File: src/rtl/dmem_responder.sv
// dmem_responder: single-port data memory responder for a pipelined core's
// memory stage. Accepts one load/store at a time, completes it LATENCY cycles
// later with a one-cycle resp_valid pulse, and asks the pipeline to hold
// (stall) while a request is outstanding.
//
// Parameters
//   DEPTH   number of 32-bit words stored
//   LATENCY cycles from accept edge to resp_valid (1..15)
//
// Ports
//   clk         clock, rising edge
//   rst         asynchronous active-low reset
//   req_valid   request present
//   req_write   1 = store, 0 = load
//   req_addr    byte address, word index = req_addr[31:2]
//   req_wdata   store data
//   req_ready   high only in IDLE (and out of reset)
//   resp_valid  one-cycle completion pulse
//   resp_rdata  load data while resp_valid, otherwise 0
//   resp_err    access error flag while resp_valid
//   stall       pipeline hold request
//
// Optional feature: define DMEM_RESPONDER_ERR_EN to flag misaligned or
// out-of-range addresses (no store, zero read data, same latency). Without
// it the low address bits are ignored and the word index wraps modulo DEPTH.
//
// state    | meaning
// ---------+-----------------------------------------------------------
// ST_IDLE  | ready for a request; stall follows req_valid
// ST_WAIT  | request latched, cnt_q counting down to the access edge
// ST_RESP  | access done on entry; resp_valid high for this one cycle

module dmem_responder #(
   parameter int DEPTH   = 128,
   parameter int LATENCY = 2
) (
   input  logic        clk,
   input  logic        rst,
   input  logic        req_valid,
   input  logic        req_write,
   input  logic [31:0] req_addr,
   input  logic [31:0] req_wdata,
   output logic        req_ready,
   output logic        resp_valid,
   output logic [31:0] resp_rdata,
   output logic        resp_err,
   output logic        stall
);

   localparam int          AW       = (DEPTH > 1) ? $clog2(DEPTH) : 1;
   localparam logic [31:0] DEPTH_W  = 32'(DEPTH);
   localparam logic [3:0]  CNT_LOAD = (LATENCY >= 2) ? 4'(LATENCY - 2) : 4'd0;
   localparam bit          DIRECT   = (LATENCY == 1);

   typedef enum logic [1:0] {
      ST_IDLE = 2'd0,
      ST_WAIT = 2'd1,
      ST_RESP = 2'd2
   } state_t;

   typedef logic [31:0] mem_t [DEPTH];

   function automatic mem_t mem_init();
      mem_t m;
      for (int i = 0; i < DEPTH; i++) begin
         m[i] = 32'(i);
      end
      return m;
   endfunction

   state_t          state_q;
   logic [3:0]      cnt_q;
   logic            write_q;
   logic            err_q;
   logic [AW-1:0]   idx_q;
   logic [31:0]     wdata_q;
   logic            resp_valid_q;
   logic            resp_err_q;
   logic [31:0]     resp_rdata_q;

   // Storage has no reset; contents start as word i = i.
   mem_t            mem_q = mem_init();

   logic            req_err;
   logic [AW-1:0]   req_idx;

`ifdef DMEM_RESPONDER_ERR_EN
   assign req_err = (req_addr[1:0] != 2'b00) ||
                    ({2'b00, req_addr[31:2]} >= DEPTH_W);
   // Only meaningful when req_err is clear, i.e. the index is in range.
   assign req_idx = req_addr[AW+1:2];
`else
   logic [31:0]     word_mod;
   logic            unused_addr;
   assign word_mod    = {2'b00, req_addr[31:2]} % DEPTH_W;
   assign req_idx     = word_mod[AW-1:0];
   assign req_err     = 1'b0;
   assign unused_addr = ^{req_addr[1:0], word_mod[31:AW]};
`endif

   logic            accept;
   logic            from_req;
   logic            enter_resp;
   logic            acc_write;
   logic            acc_err;
   logic [AW-1:0]   acc_idx;
   logic [31:0]     acc_wdata;
   logic [31:0]     load_data;
   logic            mem_we;

   assign req_ready = rst && (state_q == ST_IDLE);
   assign accept    = req_valid && req_ready;

   // With LATENCY = 1 the access happens on the accept edge itself, so the
   // live request fields are used; otherwise the latched copy is used.
   assign from_req   = (state_q == ST_IDLE);
   assign enter_resp = (accept && DIRECT) ||
                       ((state_q == ST_WAIT) && (cnt_q == 4'd0));
   assign acc_write  = from_req ? req_write : write_q;
   assign acc_err    = from_req ? req_err   : err_q;
   assign acc_idx    = from_req ? req_idx   : idx_q;
   assign acc_wdata  = from_req ? req_wdata : wdata_q;

   assign load_data  = (acc_write || acc_err) ? 32'd0 : mem_q[acc_idx];
   assign mem_we     = enter_resp && acc_write && !acc_err;

   always_ff @(posedge clk) begin
      if (mem_we) begin
         mem_q[acc_idx] <= acc_wdata;
      end
   end

   always_ff @(posedge clk or negedge rst) begin
      if (!rst) begin
         state_q      <= ST_IDLE;
         cnt_q        <= 4'd0;
         write_q      <= 1'b0;
         err_q        <= 1'b0;
         idx_q        <= '0;
         wdata_q      <= 32'd0;
         resp_valid_q <= 1'b0;
         resp_err_q   <= 1'b0;
         resp_rdata_q <= 32'd0;
      end else begin
         case (state_q)
            ST_IDLE: begin
               if (accept) begin
                  write_q <= req_write;
                  err_q   <= req_err;
                  idx_q   <= req_idx;
                  wdata_q <= req_wdata;
                  if (DIRECT) begin
                     state_q      <= ST_RESP;
                     resp_valid_q <= 1'b1;
                     resp_err_q   <= acc_err;
                     resp_rdata_q <= load_data;
                  end else begin
                     state_q <= ST_WAIT;
                     cnt_q   <= CNT_LOAD;
                  end
               end
            end
            ST_WAIT: begin
               if (cnt_q == 4'd0) begin
                  state_q      <= ST_RESP;
                  resp_valid_q <= 1'b1;
                  resp_err_q   <= acc_err;
                  resp_rdata_q <= load_data;
               end else begin
                  cnt_q <= cnt_q - 4'd1;
               end
            end
            ST_RESP: begin
               state_q      <= ST_IDLE;
               resp_valid_q <= 1'b0;
               resp_err_q   <= 1'b0;
               resp_rdata_q <= 32'd0;
            end
            default: begin
               state_q      <= ST_IDLE;
               resp_valid_q <= 1'b0;
               resp_err_q   <= 1'b0;
               resp_rdata_q <= 32'd0;
            end
         endcase
      end
   end

   assign resp_valid = resp_valid_q;
   assign resp_err   = resp_err_q;
   assign resp_rdata = resp_rdata_q;
   assign stall      = rst && ((state_q == ST_WAIT) ||
                               ((state_q == ST_IDLE) && req_valid));

endmodule

File: config.mk
export PLATFORM = sky130hd
export DESIGN_NAME = dmem_responder
export DESIGN_NICKNAME = d
export VERILOG_FILES = /design/src/rtl/dmem_responder.sv
export SDC_FILE = /design/constraint.sdc
export NUM_CORES = 2
export LEC_CHECK = 0
export ABC_AREA = 1
export CORE_AREA = 2 2 699 701
export CTS_CLUSTER_DIAMETER = 100
export DETAILED_ROUTE_END_ITERATION = 16
export DIE_AREA = 0 0 701 703
export HOLD_SLACK_MARGIN = 0.08
export PLACE_DENSITY = 0.6
export SYNTH_ARGS = -nofsm -noshare
export SYNTH_HDL_FRONTEND = slang
export SYNTH_SLANG_ARGS = --single-unit
File: constraint.sdc
create_clock -name clk -period 9.8 [get_ports clk]
set_input_delay 0.98 -clock clk [delete_from_list [all_inputs] [get_ports clk]]
set_output_delay 0.98 -clock clk [all_outputs]
set_load 0.02 [all_outputs]
==> reports/qor.txt <==
Yosys cell types: 23
Initial core utilization: 34.92%
Antenna Nets Post-Route: 0
Fin Clk Skew: 0.08348 ns
Sequential share of power: 47.8%
Total CTS buffers: 432
Pin count of the biggest net entering global routing: 234
Post-DR wirelength/cell: 22.96 µm
Buffer count from post-CTS setup fixing: 0
DP Cell Count: 20.75k
CTS tree: built
Syn. warnings: 0
CTS Hold Bufs: 1
Non-Filler Instances: 21.57k
Final Util: 39.56%
Combinational group share of total power: 13.8%
Global-route wire length before repair: 709.2 mm
Switching power: 11.74 mW
Peak Freq: 0.1746 GHz
Num Clock Sinks: 4175
CTS H-tree lvls: 5
Internal power: 30.67 mW
Fin. Hold Viols: 0
Die Y: 703 µm
Crit-path max FO: 59
Routed wire length: 495.2 mm
DRT Pass-1 Iters: 6
Iteration-0 DRC Markers: 13.54k
Synthesis-to-layout area growth: 13.28%
Routability Congestion: 0.8583
Minimum clock period: 5.726 ns
Pwr per Cell Area: 221.1 nW/µm²
Area of the multi-input gates: 39610 µm²
# nets final: 14.80k
Die area: 492800 µm²
Final Max Slew Viols: 0
Min-Delay Path Class: reg2reg
Pre-CTS WS: 3.934 ns
Status: finished, final reports clean
MaxCap Viol Count: 0
Synthesized area: 169300 µm²
DR DRC count: 0
Net Count, Synth: 14.83k
Final worst setup slack: 4.074 ns
Register Area: 125000 µm²
I/O pins: 104
Setup TNS: 0 ns
RSZ-0062 raised after global routing: false
Final number of setup-violating endpoints: 0
Vias in the first global route: 101.4k
Cells after synthesis: 14.76k
Period utilisation layout: 58.43%
Worst-Margin Slew: 1.245 ns
Mean post-synth cell area: 11.47 µm²
Fraction of layout cells with a size suffix above 1: 7.244%
Crit path kind: reg2reg
CTS resizes: 0
CP startpoint kind: register
Power Total: 42.41 mW
Worst-path clk slew: 0.06 ns
Clock share of power: 38.4%
Crit end category: register
Worst Path Arrival: 6.65 ns
Commonest non-fill, non-tap cells in the layout: nand2_1, edfxtp_1, nor2_1
GRT Total Usage: 19.47%
Vias per cell: 5.074
Number of buffers added on ports: 77
Peak supply drop: 0.1690 mV
Critical Path RT: 10.73 ns
DPL Wire Length: 258.0 mm
Clock latency on the worst-skew pair: 1.01 ns
CTS root buffer: clkbuf_16
Grt ovf: 0
Register area share after synthesis: 73.80%
Leakage: 68.96 nW
Initial antenna violation count: 22
Commonest non-fill, non-tap cell in the layout: nand2_1
Seq cells post-synth: 4175
Net Sw Frac: 27.68%
Placeable Area: 484900 µm²
Rows: 256
Relative slew slack: 16.71%
Die Wd: 701 µm
Total vias in the final route: 109.5k
Clock buffer depth: 4
Number of fill cells in the layout: 45.73k
[kinds of logic after synthesis]
kind of cell    Yosys count  synth area share [%]
compound gates         1176                 3.476
other cells               1              0.002214
flops                  4175                 73.80
buf+inv                1312                 3.676
simple gates           8093                 19.03
fa+ha+maj                 2               0.01477
[metal layers]
metal  share of wire (%)  track usage [%]  up-vias
li1                    -                -    50290
met1                  41            26.53    53830
met2                  46            31.01     4575
met3                 9.3            3.908      772
met4                 3.8            6.865        2
met5              0.0026                0        -
[path summary, 6_finish.rpt]
path                                              start                         end  slack, ns  depth (start not counted)
worst max-delay path             state_q[1]$_DFFE_PN0P_  resp_rdata[23]$_DFFE_PN0P_       4.07                         18
worst min-delay path            wdata_q[27]$_DFFE_PN0P_     wdata_q[27]$_DFFE_PN0P_       0.48                          2
worst max register to register   state_q[1]$_DFFE_PN0P_  resp_rdata[23]$_DFFE_PN0P_       4.07                         18
worst min register to register  wdata_q[27]$_DFFE_PN0P_     wdata_q[27]$_DFFE_PN0P_       0.48                          2
max in group asynchronous                           rst   resp_rdata[9]$_DFFE_PN0P_       7.98                          3
min in group asynchronous                           rst     wdata_q[21]$_DFFE_PN0P_       0.63                          2
[power by group through the flow]
stage / clock (mW) / sequential (mW) / combinational (mW)
floorplan: 0 / 20.9 / 3.28
global placement: 0 / 20.6 / 5.77
detailed placement: 0 / 20.6 / 5.80
CTS: 16.4 / 20.3 / 5.82
global route: 17.1 / 20.3 / 6.30
finish: 16.3 / 20.3 / 5.87
[metrics by stage]
step / hold slack (ns) / area [µm²]
2_1_floorplan: 0.4479 / 169300
3_5_place_dp: 0.4732 / 177900
5_1_grt: 0.5101 / 191800
6_report: 0.4816 / 191800
4_1_cts: 0.4882 / 191800
3_3_place_gp: 0.4651 / 177900
[state kept, by name, summed over array words and instances, names as in the netlist]
signal and count:
resp_valid 1, write_q 1, mem_q 4096, state_q 2, idx_q 7, resp_rdata 32, cnt_q 4, wdata_q 32
[layout make-up]
| cell class | count | area share [%] |
|---|---|---|
| sequential | 4175 | 65.15 |
| multi-input combinational | 9272 | 20.65 |
| clock buffer | 529 | 5.890 |
| tap | 6450 | 4.207 |
| timing repair buffer | 373 | 1.782 |
| clock inverter | 278 | 1.368 |
| inverter | 476 | 0.9314 |
| antenna | 20 | 0.02609 |
[critical path, cell delays in order, from the launching register on]
cell     delay [ns]
dfrtp_1        0.43
inv_2          0.07
nand2_4        0.55
nand2_1        0.20
nand2_4        0.80
buf_4          0.60
buf_4          0.59
nor2_1         0.08
o21ai_1        0.15
nand2_1        0.07
nand2_1        0.08
nand2_1        0.07
nand2_1        0.07
nand2_1        0.14
nor2_1         0.42
nor2_1         0.08
nor2_1         0.90
nand2_1        0.19
nand2_1        0.11
[cell usage after synthesis]
library cell  instances  area share [%]
o21ai_1              85            0.25
or2_2                 4           0.015
o21ai_0            1086             3.2
conb_1                1          0.0022
o22ai_1               1          0.0037
nand4_1             197            0.73
buf_4                73            0.32
ha_1                  2           0.015
buf_2               424             1.3
buf_1                15           0.033
inv_2                 2          0.0044
a21oi_1               4           0.012
dfrtp_1              79             1.2
nand2_1            4989              11
nor2_2                3           0.011
nand2_2               2          0.0074
nor2_4                1          0.0066
inv_1               474             1.1
clkbuf_1            258            0.57
edfxtp_1           4096              73
nand3_1            1061             3.1
buf_6                66            0.44
nor2_1             1836             4.1
Note: power is estimated with default switching activity, not from simulation.
